## config.mk

```make
export PLATFORM = sky130hd
export DESIGN_NAME = sensor_poll_scheduler
export DESIGN_NICKNAME = d
export VERILOG_FILES = /design/src/rtl/sensor_poll_scheduler.sv
export SDC_FILE = /design/constraint.sdc
export NUM_CORES = 1
export LEC_CHECK = 0
export BUFFER_PORTS_ARGS = -buffer_cell sky130_fd_sc_hd__clkbuf_2
export CORE_ASPECT_RATIO = 0.7
export CORE_MARGIN = 1
export CORE_UTILIZATION = 51
export DETAILED_ROUTE_END_ITERATION = 8
export HOLD_SLACK_MARGIN = 0.08
export PLACE_DENSITY_LB_ADDON = 0.15
export SETUP_SLACK_MARGIN = 0.4
export SLEW_MARGIN = 20
export SYNTH_ARGS = -nofsm -noshare
export SYNTH_HDL_FRONTEND = slang
export SYNTH_SLANG_ARGS = --single-unit
```

## constraint.sdc

```tcl
create_clock -name clock -period 7.65 [get_ports clock]
set_clock_uncertainty 0.15 [all_clocks]
set_input_delay 1.1475 -clock clock [delete_from_list [all_inputs] [get_ports clock]]
set_output_delay 1.1475 -clock clock [all_outputs]
set_load 0.01 [all_outputs]
```

## src/rtl/sensor_poll_scheduler.sv

```systemverilog
// Round-robin poller sharing one UART request/response link among up to
// eight sensor nodes. Software one-shot commands take priority over the
// rotation. Each transaction sends a 1-byte request and collects a 2-byte
// reply (data, checksum). Bad checksums and timeouts are retried, and one
// result is reported per transaction. A sticky alarm flags any byte that
// arrives while no reply is expected.
module sensor_poll_scheduler #(
    parameter int         NUM_SENSORS   = 8,
    parameter int         TIMEOUT_CLKS  = 100000,
    parameter int         POLL_GAP_CLKS = 1000,
    parameter int         MAX_RETRY     = 2,
    parameter logic [7:0] CHK_KEY       = 8'h37
) (
    input  logic                   clock,
    input  logic                   reset,
    input  logic                   enable,
    input  logic [NUM_SENSORS-1:0] sensor_mask,
    input  logic                   cmd_valid,
    input  logic [2:0]             cmd_sensor,
    output logic                   cmd_ready,
    output logic                   tx_dv,
    output logic [7:0]             tx_byte,
    input  logic                   tx_done,
    input  logic                   rx_dv,
    input  logic [7:0]             rx_byte,
    output logic                   res_valid,
    output logic [2:0]             res_sensor,
    output logic [7:0]             res_data,
    output logic [1:0]             res_status,
    output logic                   busy,
    output logic                   alarm,
    input  logic                   alarm_clr
);

    // Counter widths; each counter only needs to reach its terminal value
    localparam int TMR_W = (TIMEOUT_CLKS > 1)  ? $clog2(TIMEOUT_CLKS)  : 1;
    localparam int GAP_W = (POLL_GAP_CLKS > 1) ? $clog2(POLL_GAP_CLKS) : 1;
    localparam int RTY_W = (MAX_RETRY > 0)     ? $clog2(MAX_RETRY + 1) : 1;

    localparam logic [1:0] ST_OK      = 2'b00;
    localparam logic [1:0] ST_CHK_ERR = 2'b01;
    localparam logic [1:0] ST_TIMEOUT = 2'b10;
    localparam logic [1:0] ST_BAD_IDX = 2'b11;

    typedef enum logic [2:0] {
        IDLE,
        SEND,
        WAIT_TX,
        WAIT_B0,
        WAIT_B1,
        CHECK,
        REPORT,
        GAP
    } state_t;

    state_t state, state_next;

    logic [2:0]       cur_idx;
    logic [2:0]       rr_ptr;
    logic [RTY_W-1:0] retry_cnt;
    logic [TMR_W-1:0] timer;
    logic [GAP_W-1:0] gap_cnt;
    logic [7:0]       data_reg;
    logic [7:0]       chk_reg;

    // Decode results from the next-state logic
    logic       latch_cmd;
    logic       latch_poll;
    logic [2:0] poll_sel;
    logic       fail;
    logic       retry_go;
    logic       go_report;
    logic [2:0] rpt_sensor;
    logic [7:0] rpt_data;
    logic [1:0] rpt_status;
    logic       timed_out;
    logic       alarm_set;

    // Reply is valid when the checksum byte equals data XOR key
    function automatic logic chk_ok(input logic [7:0] data, input logic [7:0] chk);
        return chk == (data ^ CHK_KEY);
    endfunction

    // First set mask bit strictly after ptr, wrapping modulo NUM_SENSORS;
    // a single-bit mask wraps all the way round to the same sensor
    function automatic logic [2:0] next_sensor(input logic [2:0] ptr,
                                               input logic [NUM_SENSORS-1:0] mask);
        logic [2:0]             sel;
        logic                   found;
        logic [NUM_SENSORS-1:0] sh;
        int                     idx;
        sel   = ptr;
        found = 1'b0;
        for (int k = 1; k <= NUM_SENSORS; k++) begin
            idx = (int'(ptr) + k) % NUM_SENSORS;
            sh  = mask >> idx;
            if (!found && sh[0]) begin
                sel   = 3'(idx);
                found = 1'b1;
            end
        end
        return sel;
    endfunction

    assign cmd_ready = (state == IDLE);
    assign busy      = (state != IDLE);
    assign tx_dv     = (state == SEND);
    assign res_valid = (state == REPORT);
    assign tx_byte   = {5'b0, cur_idx};

    assign poll_sel  = next_sensor(rr_ptr, sensor_mask);
    assign timed_out = (timer == TMR_W'(TIMEOUT_CLKS - 1));
    assign alarm_set = rx_dv && (state != WAIT_B0) && (state != WAIT_B1);

    // State register
    always_ff @(posedge clock) begin
        if (reset) begin
            state <= IDLE;
        end else begin
            state <= state_next;
        end
    end

    // Next-state decode, including retry/report decisions on a failed attempt
    always_comb begin
        state_next = state;
        latch_cmd  = 1'b0;
        latch_poll = 1'b0;
        fail       = 1'b0;
        retry_go   = 1'b0;
        go_report  = 1'b0;
        rpt_sensor = cur_idx;
        rpt_data   = 8'h00;
        rpt_status = ST_OK;

        case (state)
            IDLE: begin
                if (cmd_valid) begin
                    latch_cmd = 1'b1;
                    if (int'(cmd_sensor) >= NUM_SENSORS) begin
                        go_report  = 1'b1;
                        rpt_sensor = cmd_sensor;
                        rpt_status = ST_BAD_IDX;
                        state_next = REPORT;
                    end else begin
                        state_next = SEND;
                    end
                end else if (enable && (sensor_mask != '0)) begin
                    latch_poll = 1'b1;
                    state_next = SEND;
                end
            end
            SEND: begin
                state_next = WAIT_TX;
            end
            WAIT_TX: begin
                if (tx_done) begin
                    state_next = WAIT_B0;
                end
            end
            WAIT_B0: begin
                if (rx_dv) begin
                    state_next = WAIT_B1;
                end else if (timed_out) begin
                    fail       = 1'b1;
                    rpt_status = ST_TIMEOUT;
                end
            end
            WAIT_B1: begin
                if (rx_dv) begin
                    state_next = CHECK;
                end else if (timed_out) begin
                    fail       = 1'b1;
                    rpt_status = ST_TIMEOUT;
                end
            end
            CHECK: begin
                if (chk_ok(data_reg, chk_reg)) begin
                    go_report  = 1'b1;
                    rpt_data   = data_reg;
                    rpt_status = ST_OK;
                    state_next = REPORT;
                end else begin
                    fail       = 1'b1;
                    rpt_status = ST_CHK_ERR;
                end
            end
            REPORT: begin
                state_next = (POLL_GAP_CLKS == 0) ? IDLE : GAP;
            end
            GAP: begin
                if (gap_cnt == GAP_W'(POLL_GAP_CLKS - 1)) begin
                    state_next = IDLE;
                end
            end
            default: begin
                state_next = IDLE;
            end
        endcase

        // A failed attempt either retries the same sensor or reports the
        // reason for this, the last, failure
        if (fail) begin
            if (retry_cnt < RTY_W'(MAX_RETRY)) begin
                retry_go   = 1'b1;
                state_next = SEND;
            end else begin
                go_report  = 1'b1;
                rpt_data   = 8'h00;
                state_next = REPORT;
            end
        end
    end

    // Transaction datapath: target index, rotation pointer, counters, reply bytes
    always_ff @(posedge clock) begin
        if (reset) begin
            cur_idx   <= 3'd0;
            rr_ptr    <= 3'(NUM_SENSORS - 1);
            retry_cnt <= '0;
            timer     <= '0;
            gap_cnt   <= '0;
            data_reg  <= 8'h00;
            chk_reg   <= 8'h00;
        end else begin
            if (latch_cmd) begin
                cur_idx <= cmd_sensor;
            end else if (latch_poll) begin
                cur_idx <= poll_sel;
                rr_ptr  <= poll_sel;
            end

            if (state == WAIT_TX && tx_done) begin
                timer <= '0;
            end else if (state == WAIT_B0 || state == WAIT_B1) begin
                timer <= timer + 1'b1;
            end

            if (state == WAIT_B0 && rx_dv) begin
                data_reg <= rx_byte;
            end
            if (state == WAIT_B1 && rx_dv) begin
                chk_reg <= rx_byte;
            end

            if (state == REPORT) begin
                retry_cnt <= '0;
            end else if (retry_go) begin
                retry_cnt <= retry_cnt + 1'b1;
            end

            if (state == GAP) begin
                gap_cnt <= gap_cnt + 1'b1;
            end else begin
                gap_cnt <= '0;
            end
        end
    end

    // Result registers, loaded as REPORT is entered and held until the next one
    always_ff @(posedge clock) begin
        if (reset) begin
            res_sensor <= 3'd0;
            res_data   <= 8'h00;
            res_status <= 2'b00;
        end else if (go_report) begin
            res_sensor <= rpt_sensor;
            res_data   <= rpt_data;
            res_status <= rpt_status;
        end
    end

    // Sticky unsolicited-byte alarm; a new stray byte beats a clear
    always_ff @(posedge clock) begin
        if (reset) begin
            alarm <= 1'b0;
        end else if (alarm_set) begin
            alarm <= 1'b1;
        end else if (alarm_clr) begin
            alarm <= 1'b0;
        end
    end

endmodule

```

# [After elaboration in Yosys (flattened, before gate mapping)]
# Cells that the tools add are included.
[word_totals] latchBits=0 mem_bits_ro=0 word_cells=153 mem_count=0 register_bits=68 output_inout_bits=26 ramBits=0
[classes] n_addsub=11 multipliers=0 n_div=0 shifts=8 mux=52 reduce_logical=40 n_eq_ne=18 order_cmp=1 n_bitwise=11
[op_table] operator=">> shifter 8 x 32 -> 1 bit" n=8
[op_table] operator="two-way mux 3 bit" n=19
[op_table] operator="two-way mux 8 bit" n=4
[op_table] operator="two-way mux 1 bit" n=24
[op_table] operator="one-hot mux 3 bit (8 select lines)" n=1
[op_table] operator="OR reduction 3 bit" n=8
[op_table] operator="!= test 3 bit (second input constant)" n=6
[op_table] operator="adder 17 x 1 -> 17 bit (second input constant)" n=1
[op_table] operator="== test 17 bit (second input constant)" n=1
[op_table] operator="logical AND 1 bit" n=13
[op_table] operator="adder 3 bit (second input constant)" n=4
[op_table] operator="== test 3 bit (second input constant)" n=4
[op_table] operator="adder 10 x 1 -> 10 bit (second input constant)" n=1
[op_table] operator="== test 10 bit (second input constant)" n=1
[op_table] operator="bitwise AND 1 bit (first input constant)" n=8
[op_table] operator="== test 8 bit" n=1
[op_table] operator="nonzero test 8 bit" n=1
[op_table] operator="OR reduction 2 bit" n=4
[op_table] operator="zero test 1 bit" n=7
[op_table] operator="adder 3 x 1 -> 3 bit (second input constant)" n=2
[op_table] operator="adder 3 x 2 -> 3 bit (second input constant)" n=2
[op_table] operator="== test 3 x 2 -> 1 bit (second input constant)" n=2
[op_table] operator="AND reduction 6 bit" n=1
[op_table] operator="inverter 5 bit" n=1
[op_table] operator="other kinds (14)" n=17

# [Depth between registers and ports, before layout]
# Gate-level depths: netlist of the first run.
[logic_depth] ltp_word=28 depth_mapped=13 mapped_depth_nobuf=9

# [Worst setup path before layout of the first run]
# Ideal clock, no wire load.
[synth_timing] kind="flip-flop to flip-flop" from="register rr_ptr[1]" to="register rr_ptr[1]" path_buffers=4 slack_ps=4373 t_arrival_ps=2987 synth_period_minus_slack_ps=3277 required_ps=7361 stages_incl_launch_ff=14 setup_ps=139 path_cell_list="dfxtp_1 -> buf_6 -> clkbuf_1 -> inv_1 -> ha_1 -> buf_6 -> buf_12 -> mux2i_1 -> mux4_2 -> o211ai_1 -> o211ai_1 -> o32ai_1 -> nor4bb_1 -> a221oi_1"
[synth_via] elab_chain_cells=26 elab_cells_between_ends=61 classes_between="add/sub: 8; shift: 8; mux: 15; bitwise: 8; reduce/logical: 22"
[synth_rtl] element="start, declared" line_no="59" rtl="logic [2:0] rr_ptr;"
[synth_rtl] element="start signal, assigned" line_no="219" rtl="rr_ptr <= 3'(NUM_SENSORS - 1);"
[synth_rtl] element="start signal, assigned" line_no="230" rtl="rr_ptr <= poll_sel;"
[synth_rtl] element="adder 3 x 1 -> 3 bit" line_no="95" rtl="idx = (int'(ptr) + k) % NUM_SENSORS;"
[synth_rtl] element="OR reduction 3 bit (no line)"
[synth_rtl] element="bitwise AND 1 bit (no line)"
[synth_rtl] element=">> shifter 8 x 32 -> 1 bit" line_no="96" rtl="sh = mask >> idx;"
[synth_rtl] element="two-way mux 1 bit" line_no="97" rtl="if (!found && sh[0]) begin"
[synth_rtl] element="zero test 1 bit" line_no="97"
[synth_rtl] element="logical AND 1 bit" line_no="97"
[synth_rtl] element="two-way mux 1 bit" line_no="97"
[synth_rtl] element="(+10 left out)"
[synth_rtl] element="logical AND 1 bit" line_no="97"
[synth_rtl] element="two-way mux 1 bit" line_no="97"
[synth_rtl] element="zero test 1 bit" line_no="97"
[synth_rtl] element="logical AND 1 bit" line_no="97"
[synth_rtl] element="two-way mux 1 bit" line_no="97"
[synth_rtl] element="zero test 1 bit" line_no="97"
[synth_rtl] element="logical AND 1 bit" line_no="97"
[synth_rtl] element="two-way mux 3 bit (*)" line_no="97"
# Every way passes the cells marked *; elsewhere a longest branch is shown, timed or not.
# A chain may end at the register's enable or synchronous reset.

# [Worst setup path after layout of the first run]
[layout_timing] from="register rr_ptr[0]" to="register rr_ptr[1]"
# Same word-level chain as after synthesis.

==> results by group, run 1 <==
Run status
  • Outcome: finished with violations
  • Failing checks: design-rule violations

Placed design
  • Final Wtd Congestion: between 0.9 and 1
  • Total half-perimeter wirelength after legalization and detailed placement: between 7000 and 8000 um
  • Standard cell area after detailed placement: roughly 0.0044 sq mm
  • Number of buffers added on ports: 46

Logic synthesis
  • Total of warnings raised by yosys: 0
  • Post-Synthesis Cell Area: 0.004265 sq mm
  • Number of synthesized flops with an enable pin: 0
  • Top_reg_cell synth: dfxtp_1
  • Post-synthesis instance total: between 400 and 500
  • Distinct cell type count of the synthesized netlist: roughly 70
  • Mean post-synth cell area: roughly 9 sq um
  • Fraction of the yosys area taken by sequential cells: approximately a third
  • Flip-flop and latch count after synthesis: slightly below 70
  • Async set-or-reset flop fraction in the synthesized netlist: 0%

Routing
  • Antenna violation net count after detailed routing: 0
  • Count of TritonRoute iterations in the first routing pass: 7
  • Routed WL per cell: 16.51 um
  • Initial detailed-routing violation count: approximately 300
  • DRC violation count after routing: 14
  • Count of vias placed by the detailed router: approximately 3,600
  • Via density per instance: 5.907
  • Detailed-route wire length: around 10,000 um

Floorplanning
  • Die Ht: between 70 and 80 um
  • Std-Cell Rows: 27
  • Starting density of the core: between 50% and 60%
  • Die X-Extent: ~110 um
  • Area of the core: 0.007973 sq mm
  • Boundary Pins: 52
  • Total Die Area: 0.008739 sq mm

Clock tree
  • Maximum level of the CTS H-tree: 3
  • Number of sinks handled by clock tree synthesis: 68
  • Clock root buffer master: clkbuf_16
  • Number of buffers inserted during clock tree synthesis: 9
  • Clock Latency Late Sink: roughly 330 ps
  • Clock transition at path regs: 50 ps
  • Number of buffers added to fix hold violations after cts: 0
  • Clock tree from TritonCTS: built
  • CTS max path bufs: 2
  • Number of gates resized after CTS: 0
  • Number of buffers inserted by post-CTS setup repair: 0

Power and ir drop
  • Fraction of power consumed by combinational cells: 37.6%
  • Fraction of power consumed by sequential logic: roughly a third
  • Internal power: 0.8275 mW
  • Switching power: around 0.46 mW
  • Cell area power density: ~280 mW/mm^2
  • Leak: between 1.5 and 2 nW
  • Clock power share: roughly 30%
  • Maximum vdd drop: between 0.00015 and 0.0002 V
  • Switching part of the total: around 36%

Cells and area
  • # diodes: 0
  • Register with the most flip-flops: timer
  • Max reg flops: 17
  • Cell area after layout: 0.004653 sq mm
  • Number of filler instances in the final layout: 732
  • Largest regs: timer x17, gap_cnt x10
  • Area growth, synth to finish: 9.094%
  • Share of cells above drive strength 1: approximately 17%
  • Total number of nets in the final design: between 500 and 600

Setup path
  • Element type at the critical path start: flip-flop
  • Critical path class: flip-flop to flip-flop
  • Critical Path Fanout Max: 20
  • Required time worst endpoint: a little under 8000 ps
  • Critical Path Sink Type: flip-flop
  • Arrival time of the worst setup path: 4260 ps

Run
  • Max cap viols: 0

Timing
  • Relative slew margins: between 20 and 30%
  • Time the final worst path needs with I/O delays and setup: approximately 4200 ps
  • Accumulated negative setup slack: 0 ps
  • Maximum operating frequency: 0.2376 GHz
  • Slew at the pin closest to its max-slew limit: 1075 ps
  • Unrepaired setup endpoints after global routing: no
  • Setup-failing EPs final: 0
  • Final Max Tran Viols: 0
  • Final period utilization: 55.01%
  • Count of endpoints failing hold in the final timing report: 0

GRT
  • Pin count of the biggest net entering global routing: 40
  • Number of antenna violations at the first check in global routing: 0
  • Vias in the first global route: about 3,300
  • First-pass GRT wire length: 16,540 um
  • Total Routing Usage GR: approximately a quarter
  • Overflow left after global routing: 0

Worst hold path
  • Path class of the lowest-slack min-delay path: flip-flop to flip-flop
cells in the mapped netlist, types with 3 or more instances:
library cell,count,area share [%]
or2_2,4,0.59
o211ai_1,5,0.88
nand3_1,15,1.8
nand2b_1,3,0.44
nor2_1,65,5.7
nand4_1,4,0.59
and3_1,5,0.73
dfxtp_1,68,32
mux2i_1,43,10
buf_6,4,1.1
xor2_1,17,3.5
ha_1,4,1.2
mux4_2,10,5.3
xnor2_1,15,3.1
buf_2,10,1.2
a21oi_1,28,3.3
clkbuf_1,10,0.88
nor3_1,11,1.3
or3_1,9,1.3
nor2b_1,3,0.44
buf_4,6,1.1
inv_1,11,0.97
nor4_1,8,1.2
nand2_1,45,4.0
a22oi_1,4,0.70
o21ai_0,13,1.5
clkbuf_8,3,0.97
mux4_1,4,2.5
and2_1,3,0.44
a31oi_1,3,0.44
nand4b_1,3,0.62
power groups by stage:
stage	clock [mW]	combinational [mW]	sequential (mW)
2_1_floorplan	0	0.426	0.386
3_3_place_gp	0	0.468	0.416
3_5_place_dp	0	0.469	0.417
4_1_cts	0.403	0.471	0.410
5_1_grt	0.420	0.518	0.414
6_report	0.395	0.485	0.411
metal layers:
metal,vias up,track usage (%),share of wire [%]
met5,-,0,0
met4,0,7.162,1.3
met3,15,7.954,8.3
met2,148,34.88,42
met1,1696,34.33,48
li1,1750,-,-
kinds of logic (layout without fill, tap and decap cells):
logic type	Yosys count	count (layout)	synth area share, %
buf+inv	50	74	7.333
other cells	1	5	0.08792
fa+ha+maj	4	4	1.173
xor+xnor	33	33	7.216
mux	60	60	19.07
simple gates	190	190	21.65
flops	68	68	31.92
compound gates	76	76	11.56
stage by stage:
stage / setup WS (ps) / power (mW) / cells / utilization, % / hold WS [ps]
floorplan: 4373 / 0.8119 / 486 / - / 267.6
finish: 3441 / 1.291 / 611 / 58.36 / 300.8
detailed placement: 3473 / 0.8857 / 595 / 54.80 / 296.3
global route: 3160 / 1.352 / 611 / 58.36 / 350.2
CTS: 3476 / 1.284 / 611 / 58.36 / 309.7
global placement: 3670 / 0.8836 / 595 / 54.80 / 280.3
path summary, 6_finish.rpt:
check | start | end | slack [ps] | cells after the start
worst max-delay path | rr_ptr[0] | rr_ptr[1] | 3440 | 9
worst min-delay path | gap_cnt[0] | gap_cnt[0] | 300 | 1
worst max register to register | rr_ptr[0] | rr_ptr[1] | 3440 | 9
worst min register to register | gap_cnt[0] | gap_cnt[0] | 300 | 1
placed cells by master (no fill, tap or decap), types with 2 or more instances in the layout:
cell type,count
dfxtp_1,68
xor2_1,17
a21o_1,2
o21ai_0,13
mux2i_1,43
a21oi_1,28
mux2_4,2
nand2_2,2
mux4_1,4
o2111ai_1,2
nor2b_1,3
nand3_1,15
nand2_1,45
nor2_1,65
nand4_1,4
o211ai_1,5
conb_1,5
nor4_1,8
a31oi_1,3
clkbuf_16,9
a22oi_1,4
clkbuf_2,46
a221oi_1,2
or2_2,4
or3_1,9
o31ai_1,2
a311oi_1,2
nor3_1,11
ha_1,4
clkinv_2,5
and2_1,3
nand2b_1,3
mux4_2,10
inv_1,11
xnor2_1,15
and3_1,5
nand4b_1,3
critical path, stage by stage (launching register included):
cell and delay (ps):
dfxtp_1 880, inv_2 270, ha_1 920, mux2i_1 210
mux4_2 580, and2_1 190, and4_4 200, a311o_1 320
nor4bb_1 260, a221oi_1 80
area by class of cell:
cell class	count	area, sq um	area share, %
timing repair buffer	46	230.2	4.948
multi-input combinational	368	2606	56.01
clock buffer	10	229.0	4.921
clock inverter	6	55.05	1.183
inverter	12	45.04	0.9680
sequential	68	1361	29.26
tap	101	126.4	2.716
Power figures use the tool's default switching activity.
==> run 2: changes to the inputs <==
- clock period: 7.65 -> 3.9 ns (I/O delays scaled with it)
==> run 2 against run 1 <==
The run still ends with design-rule violations left. Flip-flop and latch count is the same. Critical path type unchanged. Worst hold slack lost 6.4 ps. Critical path depth is the same. Cell count grew 0.82%. Highest routed layer unchanged. Total power grew 94%.
==> results by group, run 2 (synthesized netlist as in run 1, its figures left out) <==
Run status
  • Outcome: finished with violations (unchanged)
  • Failing checks: design-rule violations (unchanged)

Clock tree
  • Clock transition at path regs: 50 ps (about the same)
  • Clock tree from TritonCTS: built (unchanged)
  • Number of sinks handled by clock tree synthesis: 68 (unchanged)
  • Clock Latency Late Sink: 330 ps (about the same)
  • CTS max path bufs: 2 (unchanged)
  • Number of gates resized after CTS: 0 (unchanged)
  • Number of buffers added to fix hold violations after cts: 0 (unchanged)
  • Number of buffers inserted during clock tree synthesis: 9 (unchanged)
  • Clock root buffer master: clkbuf_16 (unchanged)
  • Maximum level of the CTS H-tree: 3 (unchanged)
  • Number of buffers inserted by post-CTS setup repair: 0 (unchanged)

Setup path
  • Critical Path Sink Type: flip-flop (unchanged)
  • Critical path class: flip-flop to flip-flop (unchanged)
  • Largest delay share family, worst path: multiplexers (was adder cells)
  • Count of buffer and inverter cells on the critical path: 1 (unchanged)
  • Arrival time of the worst setup path: 3300 ps (was 4260 ps)
  • Element type at the critical path start: flip-flop (unchanged)
  • Longest individual stage delay on the worst path: 640 ps (was 920 ps)
  • Required time worst endpoint: 3930 ps (was 7700 ps)
  • Crit-path cells: inv_2, ha_2, mux2i_1, mux4_2, and2_1, and4_4, a311o_1, nor4bb_1, a221oi_1 (was inv_2, ha_1, mux2i_1, mux4_2, and2_1, and4_4, a311o_1, nor4bb_1, a221oi_1)
  • Source of the worst register-to-register timing path: rr_ptr[0] (unchanged)
  • Critical Path Fanout Max: 18 (was 20)
  • Critical path startpoint: rr_ptr[0] (unchanged)
  • Slowest cell on crit path: ha_2 (was ha_1)

Routing
  • Routed WL per cell: 16.24 um (was 16.51 um)
  • Count of vias placed by the detailed router: 3,624 (was 3,609)
  • Antenna violation net count after detailed routing: 0 (unchanged)
  • Initial detailed-routing violation count: 316 (was 296)
  • Detailed-route wire length: 10,000 um (was 10,090 um)
  • Count of TritonRoute iterations in the first routing pass: 8 (was 7)
  • Via density per instance: 5.883 (was 5.907)
  • DRC violation count after routing: 14 (unchanged)

Floorplanning
  • Std-Cell Rows: 27 (unchanged)
  • Die Ht: 78.52 um (unchanged)
  • Area of the core: 0.007973 sq mm (unchanged)
  • Die X-Extent: 111.3 um (unchanged)
  • Boundary Pins: 52 (unchanged)
  • Starting density of the core: 53.50% (unchanged)
  • Total Die Area: 0.008739 sq mm (unchanged)

Timing
  • Accumulated negative setup slack: 0 ps (unchanged)
  • Final period utilization: 83.81% (was 55.01%)
  • Time the final worst path needs with I/O delays and setup: 3269 ps (was 4209 ps)
  • Slew at the pin closest to its max-slew limit: 767.1 ps (was 1075 ps)
  • Setup-failing EPs final: 0 (unchanged)
  • Final Max Tran Viols: 0 (unchanged)
  • Unrepaired setup endpoints after global routing: no (unchanged)
  • Relative slew margins: 48.86% (was 28.09%)
  • Count of endpoints failing hold in the final timing report: 0 (unchanged)
  • Final hold slack: 294.4 ps (was 300.8 ps)
  • Maximum operating frequency: 0.3059 GHz (was 0.2376 GHz)

Worst hold path
  • Hold_sp: gap_cnt[0] (unchanged)
  • Path class of the lowest-slack min-delay path: flip-flop to flip-flop (unchanged)

GRT
  • Number of antenna violations at the first check in global routing: 0 (unchanged)
  • Total Routing Usage GR: 24.39% (was 24.26%)
  • Overflow left after global routing: 0 (unchanged)
  • Vias in the first global route: 3,375 (was 3,335)
  • Pin count of the biggest net entering global routing: 40 (unchanged)
  • First-pass GRT wire length: 16,790 um (was 16,540 um)

Cells and area
  • Share of cells above drive strength 1: 18.25% (was 17.45%)
  • Largest regs: timer x17, gap_cnt x10 (unchanged)
  • Total number of nets in the final design: 540 (was 535)
  • Register with the most flip-flops: timer (unchanged)
  • Commonest non-fill, non-tap cell in the layout: dfxtp_1 (unchanged)
  • Area growth, synth to finish: 9.739% (was 9.094%)
  • # diodes: 0 (unchanged)
  • Top library cells by usage in the layout, fill and taps aside: 68 x dfxtp_1, 65 x nor2_1, 46 x clkbuf_2, 45 x nand2_1, 43 x mux2i_1 (unchanged)
  • Final standard cell count with taps included and fillers excluded: 616 (was 611)
  • Max reg flops: 17 (unchanged)
  • Number of filler instances in the final layout: 699 (was 732)

Placed design
  • Final Wtd Congestion: 0.9908 (was 0.9790)
  • Total half-perimeter wirelength after legalization and detailed placement: 7212 um (was 7165 um)
  • Number of placed instances, taps included: 600 (was 595)
  • Number of buffers added on ports: 46 (unchanged)

Power and ir drop
  • Leak: 1.800 nW (was 1.797 nW)
  • Final Total Pwr: 2.509 mW (was 1.291 mW)
  • Cell area power density: 536.1 mW/mm^2 (was 277.4 mW/mm^2)
  • Maximum vdd drop: 0.0003393 V (was 0.0001873 V)

Run
  • Max cap viols: 0 (unchanged)
[run 2: cell count changes in the layout (fill, tap and decap cells not counted)]
cell,previous run,this run
clkinv_2,5,2
clkinvlp_4,0,2
ha_2,0,1
ha_1,4,3
clkbuf_1,1,2
buf_4,0,5
clkbuf_8,0,1
bufinv_16,1,0
[run 2: per-layer routing]
layer,GRT usage [%],up-vias,routed length [um]
met4,5.541,0,65
li1,-,1764,-
met1,35.35,1698,4964
met5,0,-,0
met2,35.69,154,4140
met3,6.795,8,832
[run 2: worst paths after layout]
| check | endpoint | slack [ps] | depth (start not counted) |
|---|---|---|---|
| worst max-delay path | rr_ptr[1] | 630 | 9 |
| worst min-delay path | gap_cnt[0] | 290 | 1 |
| worst min register to register | gap_cnt[0] | 290 | 1 |
| worst max register to register | rr_ptr[1] | 630 | 9 |
[run 2: cell type report]
cell class / count / area (sq um) / area share, %
Sequential cell: 68 / 1361 / 29.08
Multi-Input combinational cell: 368 / 2609 / 55.73
Timing Repair Buffer: 51 / 267.8 / 5.720
Tap cell: 101 / 126.4 / 2.700
Clock buffer: 12 / 246.5 / 5.266
Inverter: 12 / 45.04 / 0.9623
Clock inverter: 4 / 25.02 / 0.5346
[run 2: metrics by stage]
stage	setup WS, ps	util, %	instance area (sq um)
4_1_cts	421.3	58.68	4678
6_report	631.4	58.71	4681
3_5_place_dp	448.5	55.27	4407
3_3_place_gp	614.1	55.27	4407
5_1_grt	429.7	58.71	4681
2_1_floorplan	623.3	-	4280
[run 2: where the power goes]
group / switching [mW] / leakage (nW) / internal [mW]
registers: 0.0332 / 0.549 / 0.724
logic: 0.593 / 1.12 / 0.428
clock network: 0.286 / 0.129 / 0.445
